$ cat config.mk
export PLATFORM = sky130hd
export DESIGN_NAME = memory_arbiter
export DESIGN_NICKNAME = d
export VERILOG_FILES = /design/src/rtl/memory_arbiter.sv
export SDC_FILE = /design/constraint.sdc
export NUM_CORES = 1
export LEC_CHECK = 0
export CORE_UTILIZATION = 31
export DETAILED_ROUTE_END_ITERATION = 10
export PLACE_DENSITY = 0.82
export SLEW_MARGIN = 10
export SYNTH_ARGS = -nofsm -noshare
export SYNTH_HDL_FRONTEND = slang
export SYNTH_SLANG_ARGS = --single-unit
$ cat constraint.sdc
create_clock -name i_Clock -period 3 [get_ports i_Clock]
set_input_delay 0.75 -clock i_Clock [delete_from_list [all_inputs] [get_ports i_Clock]]
set_output_delay 0.75 -clock i_Clock [all_outputs]
set_load 0.03 [all_outputs]
$ cat src/rtl/memory_arbiter.sv
// memory_arbiter
//   Shares one single-port memory between an instruction-fetch requester and a
//   data requester. Exactly one transaction is outstanding at a time. A grant
//   is issued combinationally in IDLE. The memory answers one cycle later, and
//   that answer is returned as a one-cycle Valid pulse. Ties go round-robin.
//   The winner of the first tie after reset is the fetch side.
//
// Ports
//   i_Clock, i_Reset                 clock, asynchronous active-high reset
//   i_Ifetch_Req / i_Ifetch_Addr     fetch request and address
//   o_Ifetch_Ready / _Valid / _Data  fetch accept, data-valid pulse, data
//   i_Dmem_Req / _Write_Enable / _Addr / _Data / _Load_Store_Type
//                                    data request and access attributes
//   o_Dmem_Ready / _Valid / _Data    data accept, completion pulse, read data
//   o_Mem_Enable / _Write_Enable / _Addr / _Data / _Load_Store_Type
//                                    shared memory command (all zero when idle)
//   i_Mem_Data                       memory read data, one cycle after enable
//   o_Conflict_Count                 saturating count of IDLE cycles with both
//                                    requesters pending
module memory_arbiter #(
  parameter int ADDR_WIDTH = 32,
  parameter int DATA_WIDTH = 32,
  parameter int LS_WIDTH   = 3
) (
  input  logic                  i_Clock,
  input  logic                  i_Reset,

  input  logic                  i_Ifetch_Req,
  input  logic [ADDR_WIDTH-1:0] i_Ifetch_Addr,
  output logic                  o_Ifetch_Ready,
  output logic                  o_Ifetch_Valid,
  output logic [DATA_WIDTH-1:0] o_Ifetch_Data,

  input  logic                  i_Dmem_Req,
  input  logic                  i_Dmem_Write_Enable,
  input  logic [ADDR_WIDTH-1:0] i_Dmem_Addr,
  input  logic [DATA_WIDTH-1:0] i_Dmem_Data,
  input  logic [LS_WIDTH-1:0]   i_Dmem_Load_Store_Type,
  output logic                  o_Dmem_Ready,
  output logic                  o_Dmem_Valid,
  output logic [DATA_WIDTH-1:0] o_Dmem_Data,

  output logic                  o_Mem_Enable,
  output logic                  o_Mem_Write_Enable,
  output logic [ADDR_WIDTH-1:0] o_Mem_Addr,
  output logic [DATA_WIDTH-1:0] o_Mem_Data,
  output logic [LS_WIDTH-1:0]   o_Mem_Load_Store_Type,
  input  logic [DATA_WIDTH-1:0] i_Mem_Data,

  output logic [15:0]           o_Conflict_Count
);

  typedef enum logic [1:0] {
    IDLE,
    IFETCH_WAIT,
    DMEM_WAIT
  } state_t;

  typedef enum logic {
    GRANT_IFETCH,
    GRANT_DMEM
  } grant_t;

  state_t                r_State, w_Next_State;
  grant_t                r_Last_Grant, w_Next_Last_Grant;
  logic                  w_Grant_Ifetch;
  logic                  w_Grant_Dmem;
  logic                  w_Tie;
  logic [DATA_WIDTH-1:0] r_Ifetch_Data_Hold;
  logic [DATA_WIDTH-1:0] r_Dmem_Data_Hold;
  logic [15:0]           r_Conflict_Count;

  // State register and round-robin history
  always_ff @(posedge i_Clock or posedge i_Reset) begin
    if (i_Reset) begin
      r_State      <= IDLE;
      r_Last_Grant <= GRANT_DMEM;
    end else begin
      r_State      <= w_Next_State;
      r_Last_Grant <= w_Next_Last_Grant;
    end
  end

  // Grant decision, memory command, handshakes and next state
  always_comb begin
    w_Next_State          = r_State;
    w_Next_Last_Grant     = r_Last_Grant;
    w_Grant_Ifetch        = 1'b0;
    w_Grant_Dmem          = 1'b0;
    w_Tie                 = 1'b0;
    o_Ifetch_Ready        = 1'b0;
    o_Dmem_Ready          = 1'b0;
    o_Ifetch_Valid        = 1'b0;
    o_Dmem_Valid          = 1'b0;
    o_Mem_Enable          = 1'b0;
    o_Mem_Write_Enable    = 1'b0;
    o_Mem_Addr            = '0;
    o_Mem_Data            = '0;
    o_Mem_Load_Store_Type = '0;

    case (r_State)
      IDLE: begin
        w_Tie = i_Ifetch_Req && i_Dmem_Req;
        if (w_Tie) begin
          // Whoever did not win last time takes the tie
          w_Grant_Ifetch = (r_Last_Grant == GRANT_DMEM);
          w_Grant_Dmem   = (r_Last_Grant == GRANT_IFETCH);
        end else begin
          w_Grant_Ifetch = i_Ifetch_Req;
          w_Grant_Dmem   = i_Dmem_Req;
        end

        if (w_Grant_Ifetch) begin
          o_Ifetch_Ready    = 1'b1;
          o_Mem_Enable      = 1'b1;
          o_Mem_Addr        = i_Ifetch_Addr;
          w_Next_State      = IFETCH_WAIT;
          w_Next_Last_Grant = GRANT_IFETCH;
        end else if (w_Grant_Dmem) begin
          o_Dmem_Ready          = 1'b1;
          o_Mem_Enable          = 1'b1;
          o_Mem_Write_Enable    = i_Dmem_Write_Enable;
          o_Mem_Addr            = i_Dmem_Addr;
          o_Mem_Data            = i_Dmem_Data;
          o_Mem_Load_Store_Type = i_Dmem_Load_Store_Type;
          w_Next_State          = DMEM_WAIT;
          w_Next_Last_Grant     = GRANT_DMEM;
        end
      end

      IFETCH_WAIT: begin
        o_Ifetch_Valid = 1'b1;
        w_Next_State   = IDLE;
      end

      DMEM_WAIT: begin
        o_Dmem_Valid = 1'b1;
        w_Next_State = IDLE;
      end

      default: w_Next_State = IDLE;
    endcase
  end

  // Returned data passes straight through on the Valid cycle and is held after
  always_ff @(posedge i_Clock or posedge i_Reset) begin
    if (i_Reset) begin
      r_Ifetch_Data_Hold <= '0;
      r_Dmem_Data_Hold   <= '0;
    end else begin
      if (r_State == IFETCH_WAIT) r_Ifetch_Data_Hold <= i_Mem_Data;
      if (r_State == DMEM_WAIT)   r_Dmem_Data_Hold   <= i_Mem_Data;
    end
  end

  assign o_Ifetch_Data = o_Ifetch_Valid ? i_Mem_Data : r_Ifetch_Data_Hold;
  assign o_Dmem_Data   = o_Dmem_Valid   ? i_Mem_Data : r_Dmem_Data_Hold;

  // Saturating conflict counter
  always_ff @(posedge i_Clock or posedge i_Reset) begin
    if (i_Reset) begin
      r_Conflict_Count <= '0;
    end else if (w_Tie && (r_Conflict_Count != '1)) begin
      r_Conflict_Count <= r_Conflict_Count + 16'd1;
    end
  end

  assign o_Conflict_Count = r_Conflict_Count;

endmodule

==> Word level (Yosys, flattened, before mapping) <==
Index checks and enable logic that the tools add are counted.
{ "classes": {"n_addsub": 1, "mul": 0, "div": 0, "n_lt_le_gt_ge": 0, "eq_ne": 4, "shifts": 0, "n_mux": 33, "bitwise": 1, "n_reduce_logical": 5} }
{ "ops": {"columns": ["operator", "n"], "rows": [
  ["$mux W32", 8],
  ["$mux W1", 19],
  ["$add A16 B1 Y16 const B", 1],
  ["$ne A16 B16 Y1 const B", 1],
  ["$mux W3", 3],
  ["$mux W2", 3],
  ["$ne A3 B1 Y1 const B", 1],
  ["$eq A2 B1 Y1 const B", 1],
  ["$eq A2 B2 Y1 const B", 1],
  ["$logic_and A1 B1 Y1", 2],
  ["$logic_not A2 Y1", 1],
  ["$reduce_and A2 Y1", 1],
  ["$reduce_bool A2 Y1", 1],
  ["$not A1 Y1", 1]
]} }
{ "word_totals": {"reg_bits": 83, "latchBits": 0, "mem_bits_rw": 0, "romBits": 0, "in_bits": 136, "output_inout_bits": 153, "elab_cells": 49, "mem_count": 0} }

==> Logic depth before layout (Yosys ltp) <==
Gate-level depths: netlist of run 1.
{ "logic_depth": {"depth_word": 6, "mapped_depth": 6, "ltp_nobuf": 5} }

==> Worst setup path after synthesis of run 1 <==
OpenSTA, ideal clock, no wires.
{ "synth_path": {"path_kind": "input port to output port", "from": "in i_Dmem_Req", "to": "out o_Mem_Addr[22]", "arrival_ns": 1.842, "required_time_ns": 2.250, "setup_slack_ns": 0.408, "stages": 4, "n_path_buf": 1, "cell_sequence": "o21ai_0 -> a21oi_1 -> buf_2 -> a22o_1"} }
{ "synth_between": {"elab_chain_cells": 6, "word_cells_on_any_way": 8, "classes_between": "mux: 7; reduce/logical: 1"} }
{ "synth_lines": {"columns": ["item", "line_no", "source"], "rows": [
  ["from (decl)", "34", "input logic i_Dmem_Req,"],
  ["$logic_and A1 B1 Y1", "103", "w_Tie = i_Ifetch_Req && i_Dmem_Req;"],
  ["$mux W1", "104", "if (w_Tie) begin"],
  ["$mux W1", "101", "case (r_State)"],
  ["$mux W32", "119", "end else if (w_Grant_Dmem) begin"],
  ["$mux W32 (*)", "113", "if (w_Grant_Ifetch) begin"],
  ["$mux W32 (*)", "101", null],
  ["to (decl)", "45", "output logic [ADDR_WIDTH-1:0] o_Mem_Addr,"]
]} }
Mark *: on every way between the ends. The rest lies on a longest branch, timed or not. The select of a mux whose other input is x is not followed.

==> Worst setup path after layout of run 1 <==
{ "layout_path": {"from": "in i_Ifetch_Req", "to": "out o_Mem_Addr[17]"} }
{ "layout_between": {"elab_chain_cells": 6, "word_cells_on_any_way": 8, "classes_between": "mux: 7; reduce/logical: 1"} }
{ "layout_lines": {"columns": ["item", "line_no", "source"], "rows": [
  ["from (decl)", "28", "input logic i_Ifetch_Req,"],
  ["$logic_and A1 B1 Y1", "103", null],
  ["$mux W1", "104", null],
  ["$mux W1", "101", null],
  ["$mux W32", "119", null],
  ["$mux W32 (*)", "113", null],
  ["$mux W32 (*)", "101", null]
]} }
Marks and branches as above.

==> flow_metrics.py, run 1 <==
metrics = {
    "die": {
        "ioPinCount": 289,
        "die-area_mm2": 0.01286,
        "die_h_um": 113.4,
        "core_area_mm2": 0.01206,
        "start_util": 0.3189,
        "rows": 40,
        "dieWidth_um": 113.4,
    },
    "global_routing": {
        "grt_pass1_wl_um": 19940,
        "grt.total_usage": 0.2075,
        "first_global_vias": 3664,
        "antenna_found_initial": 0,
        "grt_max_degree": 48,
        "overflow": 0,
    },
    "timing": {
        "fin_skew_ps": 4.486,
        "worstMarginPinSlew_ps": 720.1,
        "period_minus_slack_ps": 2932,
        "setup_viol": 0,
        "rsz0062_at_grt": "true",
        "fin_crit_sh": 0.9775,
        "setup_tns_ps": 0,
        "slew_headroom": 0.5183,
        "final_hold_viol_count": 0,
        "finalMaxSlewViolations": 0,
        "max_freq_mhz": 341.0,
        "holdWs_ps": 493.5,
    },
    "logic_synthesis": {
        "synthDistinctLibCells": 31,
        "ys_seq_elements": 83,
        "synth_edf_count": 0,
        "synth.avg_cell_area_um2": 12.74,
        "ys.flop_type": "dfrtp_1",
        "ys_warn_count": 0,
        "syn_area_mm2": 0.003846,
        "async_reset_ff_frac": 1.000,
        "seq_area_frac_synth": 0.5403,
        "synth_nets": 439,
        "syn_inst": 302,
    },
    "critical_path": {
        "arrival_ps": 2180,
        "reg2reg_depth": 4,
        "crit_chain": "clkdlybuf4s50_1 > nand2_2 > and3_4 > buf_12 > a22o_1 > buf_12",
        "slowest_delay_ps": 510,
        "cp-startpoint": "i_Ifetch_Req",
        "r2r_slack_ps": 990,
        "r2r_end": "o_Conflict_Count[1]",
        "crit_buf_inv": 3,
        "required_ps": 2250,
        "path_common_cell": "buf_12",
        "start_kind": "input port",
        "cpLargestDelayFamily": "buffers and inverters",
        "rr_startpoint": "o_Conflict_Count[0]",
        "slowest_stage": "clkdlybuf4s50_1",
        "crit_type": "input port to output port",
        "critPathMaxFanout": 41,
        "crit_cells": 6,
        "endpoint_kind": "output port",
    },
    "detailed_routing": {
        "firstDrtPassIters": 4,
        "viasPerCell": 4.742,
        "dr.first_iter.drc_count": 135,
        "routed_wl_um": 13700,
        "num_vias": 3618,
        "drc": 0,
        "avgRoutedWirePerCell_um": 17.96,
        "drtAntennaViolNets": 0,
    },
    "clock_network": {
        "clock-root-buffer": "clkbuf_16",
        "clk_pin_slew_ps": 60,
        "ctsHtreeMaxLevel": 3,
        "clock_latency_ps": 330,
        "cts.hold.buffers_added": 0,
        "tritoncts": "built",
        "cts.path.max_buffers": 2,
        "clock-sinks": 83,
        "numCtsBuffers": 9,
    },
    "power": {
        "ir_drop_mv": 0.3701,
        "power_mw": 7.432,
        "p_leak_nw": 3.214,
        "power_density_mw_per_mm2": 1011,
    },
    "final_layout": {
        "fillerInstances": 975,
        "instances_no_fill": 763,
        "fin_nets": 728,
        "num_antenna_cells": 0,
        "drive_gt1_frac": 0.2874,
        "syn2layout_area_growth_pct": 91.15,
    },
    "run": {
        "maxCapViolations": 0,
    },
    "placed_design": {
        "post-dp-hpwl_um": 10980,
        "placed_cells": 748,
        "place_congestion": 0.9350,
        "numPortBuffers": 288,
    },
    "min_path": {
        "min_to": "r_Ifetch_Data_Hold[18]",
        "holdCritPathClass": "register to register",
        "whs_path_depth": 1,
        "hold_start": "r_Ifetch_Data_Hold[18]",
    },
    "outcome": {
        "outcome": "completed",
    },
}
[how the worst max path moves through the flow]
stage	end	slack [ps]
after CTS	o_Mem_Addr[18]	10
after detailed placement	o_Mem_Addr[18]	20
after global routing	o_Mem_Addr[1]	-4
after global placement	o_Mem_Addr[17]	50
after floorplan	o_Conflict_Count[0]	110
final	o_Mem_Addr[17]	70
[power by group]
part           internal, mW  switching (mW)  total, mW
Combinational          2.02            2.44       4.46
Clock                 0.769           0.417       1.19
Sequential             1.61           0.178       1.79
[routing by layer]
| metal | GRT usage | vias up | routed length, µm |
|---|---|---|---|
| met4 | 0.1061 | 0 | 525 |
| li1 | - | 1650 | - |
| met3 | 0.06004 | 31 | 1023 |
| met5 | 0 | - | 0 |
| met2 | 0.3808 | 180 | 7390 |
| met1 | 0.2150 | 1757 | 4764 |
[cell usage in the layout, fill, tap and decap left out, drive strengths merged, types with 3 or more instances in the layout]
cell type        n
clkdlybuf4s50  217
dfrtp           82
buf             81
mux2            66
and2            36
a22o            32
xor2            12
clkbuf          11
nor2             9
nand2            9
nand3            4
and3             4
nand4            4
inv              3
clkinv           3
[cell type report]
| cell class | instances | area (µm²) | area share |
|---|---|---|---|
| clock buffers | 11 | 252.7 | 0.03438 |
| inverters | 4 | 16.27 | 0.002212 |
| multi-input cells | 195 | 1687 | 0.2294 |
| well taps | 168 | 210.2 | 0.02859 |
| repair buffers | 298 | 3034 | 0.4127 |
| clock inverters | 4 | 73.82 | 0.01004 |
| flip-flops and latches | 83 | 2078 | 0.2827 |
[cell families after synthesis]
kind of cell               synth area share
AOI/OAI and AO/OA                   0.08816
xor gates and xnor gates            0.03188
adders and majority gates          0.003253
buffers and inverters               0.02830
DFF                                  0.5403
muxes                                0.1932
and+or+nand+nor                      0.1148
[per-stage QoR]
stage	utilization	instance area (µm²)	setup slack, ps
after detailed placement	0.5809	7007	19.50
after global placement	0.5809	7007	46.81
after CTS	0.6080	7333	11.15
after floorplan	-	3846	114.9
after global routing	0.6095	7352	-4.296
final	0.6095	7352	67.55
[cells in the mapped netlist (2+ instances only)]
cell type / number / area [µm²]
dfrtp_1: 82 / 2052
mux2_2: 65 / 732.0
and2_1: 36 / 225.2
a22o_1: 32 / 280.3
xor2_1: 12 / 105.1
clkbuf_1: 10 / 37.54
buf_2: 9 / 45.04
nand2_1: 9 / 33.78
nor2_1: 9 / 33.78
and3_1: 4 / 25.02
inv_1: 4 / 15.01
nand3_1: 4 / 20.02
nand4_1: 3 / 18.77
a21oi_1: 2 / 10.01
and4_1: 2 / 17.52
nor3_1: 2 / 10.01
nor4_1: 2 / 12.51
xnor2_1: 2 / 17.52
[state kept, by name (all words and copies together), names as in the netlist]
signal / count
r_State: 2
r_Dmem_Data_Hold: 32
r_Last_Grant: 1
r_Ifetch_Data_Hold: 32
o_Conflict_Count: 16
[timing repair]
action / 4_1_cts / 5_1_grt
gates resized for setup: 0 / 4
setup buffers: 0 / 0
setup endpoints to repair: 0 / 35
(Power assumes the default switching activity.)
==> run 2, diff against run 1 <==
--- a/config.mk
+++ b/config.mk
@@ -5,9 +5,10 @@
 export SDC_FILE = /design/constraint.sdc
 export NUM_CORES = 1
 export LEC_CHECK = 0
-export CORE_UTILIZATION = 31
+export CORE_AREA = 2 2 113 115
 export DETAILED_ROUTE_END_ITERATION = 10
-export PLACE_DENSITY = 0.82
+export DIE_AREA = 0 0 115 117
+export PLACE_DENSITY = 0.8
 export SLEW_MARGIN = 10
 export SYNTH_ARGS = -nofsm -noshare
 export SYNTH_HDL_FRONTEND = slang
==> constraint.sdc (replaced) <==
create_clock -name i_Clock -period 2.7 [get_ports i_Clock]
set_input_delay 0.675 -clock i_Clock [delete_from_list [all_inputs] [get_ports i_Clock]]
set_output_delay 0.675 -clock i_Clock [all_outputs]
set_load 0.03 [all_outputs]
==> flow_metrics.py, run 2 (same netlist as run 1, synthesis figures left out) <==
metrics = {
    "power": {
        "power_mw": 8.022,
        "ir_drop_mv": 0.4178,
        "p_leak_nw": 3.348,
        "power_density_mw_per_mm2": 1090,
    },
    "clock_network": {
        "clock-sinks": 83,
        "tritoncts": "built",
        "clock-root-buffer": "clkbuf_16",
        "clk_pin_slew_ps": 60,
        "clock_latency_ps": 330,
        "cts.hold.buffers_added": 0,
        "cts.path.max_buffers": 2,
        "ctsHtreeMaxLevel": 3,
        "numCtsBuffers": 9,
    },
    "placed_design": {
        "placed_cells": 731,
        "dp_slack_ps": -102.0,
        "place_congestion": 0.9116,
        "numPortBuffers": 288,
        "post-dp-hpwl_um": 10750,
    },
    "detailed_routing": {
        "viasPerCell": 4.809,
        "dr.first_iter.drc_count": 142,
        "avgRoutedWirePerCell_um": 18.54,
        "routed_wl_um": 13940,
        "drc": 0,
        "num_vias": 3616,
        "drtAntennaViolNets": 0,
        "firstDrtPassIters": 4,
    },
    "min_path": {
        "holdCritPathClass": "register to register",
    },
    "critical_path": {
        "start_kind": "input port",
        "required_ps": 2030,
        "endpoint_kind": "output port",
        "arrival_ps": 1960,
        "slowest_delay_ps": 260,
        "crit_chain": "clkdlybuf4s15_1 > buf_6 > o21ai_4 > a21oi_4 > buf_6 > bufbuf_16 > a22o_1 > buf_6",
        "critPathMaxFanout": 4,
        "slowest_stage": "bufbuf_16",
        "path_common_cell": "buf_6",
        "crit_type": "input port to output port",
    },
    "timing": {
        "finalMaxSlewViolations": 0,
        "fin_skew_ps": 6.578,
        "worstMarginPinSlew_ps": 725.6,
        "holdWs_ps": 492.4,
        "rsz0062_at_grt": "false",
        "slew_headroom": 0.5146,
        "setup_viol": 0,
        "final_hold_viol_count": 0,
        "fin_crit_sh": 0.9769,
        "max_freq_mhz": 379.1,
        "period_minus_slack_ps": 2638,
        "setup_slack_ps": 62.42,
    },
    "final_layout": {
        "fillerInstances": 1007,
        "final_common_cell": "clkdlybuf4s50_1",
        "instances_no_fill": 752,
        "seq_area_mm2": 0.002078,
        "final_cell_mix": "clkdlybuf4s50_1 (151), dfrtp_1 (82), buf_4 (72)",
        "multiInputGateArea_mm2": 0.001697,
        "drive_gt1_frac": 0.3211,
        "fin_nets": 734,
        "final_util": 0.5978,
        "syn2layout_area_growth_pct": 91.35,
    },
    "global_routing": {
        "grt_pass1_wl_um": 20110,
        "first_global_vias": 3714,
        "grt_max_degree": 84,
        "grt.total_usage": 0.1951,
        "antenna_found_initial": 1,
        "overflow": 0,
    },
    "die": {
        "die-area_mm2": 0.01346,
        "die_h_um": 117,
        "dieWidth_um": 115,
        "ioPinCount": 289,
        "core_area_mm2": 0.01231,
        "start_util": 0.3124,
        "rows": 41,
    },
    "outcome": {
        "outcome": "completed",
    },
    "run": {
        "maxCapViolations": 0,
    },
}
==> run 2: changes by cell type in the layout (fill, tap and decap cells not counted), sizes merged, moves of 2 or more <==
cell / before / now
clkdlybuf4s50: 217 / 151
bufinv: 2 / 0
bufbuf: 0 / 3
clkinvlp: 0 / 3
dlygate4sd2: 0 / 47
buf: 81 / 102
==> run 2: final timing paths <==
check,startpoint,to,slack [ps],depth (start not counted)
max,i_Ifetch_Req,o_Mem_Addr[30],60,8
max reg2reg,o_Conflict_Count[0],o_Conflict_Count[1],620,4
min in group asynchronous,i_Reset,r_Ifetch_Data_Hold[14],820,3
min,r_Ifetch_Data_Hold[17],r_Ifetch_Data_Hold[17],490,1
min reg2reg,r_Ifetch_Data_Hold[17],r_Ifetch_Data_Hold[17],490,1
max in group asynchronous,i_Reset,r_Last_Grant,1510,3
==> run 2: timing repair <==
action,4_1_cts,5_1_grt
endpoints found under the setup margin,78,5
buffers inserted,1,1
gates cloned,3,0
endpoints found under the hold margin,0,0
pin swaps,1,3
gates resized for setup,57,6
==> run 2: area by class of cell <==
class | instances | share of cell area
Antenna cell | 1 | 0.0003400
Multi-Input combinational cell | 195 | 0.2305
Timing Repair Buffer | 304 | 0.4232
Clock inverter | 4 | 0.003910
Tap cell | 150 | 0.02550
Clock buffer | 11 | 0.03162
Inverter | 4 | 0.002550
Sequential cell | 83 | 0.2824
==> run 2: critical path: cells and delay by family <==
| family | cells | cell delay, ps |
|---|---|---|
| compound gates | 3 | 440 |
| buf+inv | 5 | 840 |
==> run 2: report_power, final <==
| group | switching (mW) | leakage [nW] | total, mW | internal [mW] |
|---|---|---|---|---|
| clock | 0.466 | 0.122 | 1.08 | 0.618 |
| combinational | 2.78 | 2.22 | 4.94 | 2.16 |
| sequential | 0.214 | 1.00 | 2.00 | 1.79 |
==> run 2: metal layers <==
metal | routed length, µm | GRT usage
met5 | 0 | 0
met4 | 255 | 0.06104
met3 | 1206 | 0.07261
met2 | 7917 | 0.3765
met1 | 4563 | 0.1935
==> run 2: per-stage QoR <==
| step | area (µm²) | TNS (ps) |
|---|---|---|
| 2_1_floorplan | 3850 | 0 |
| 3_3_place_gp | 6987 | -2454 |
| 3_5_place_dp | 6987 | -2282 |
| 4_1_cts | 7331 | 0 |
| 5_1_grt | 7360 | 0 |
| 6_report | 7360 | 0 |
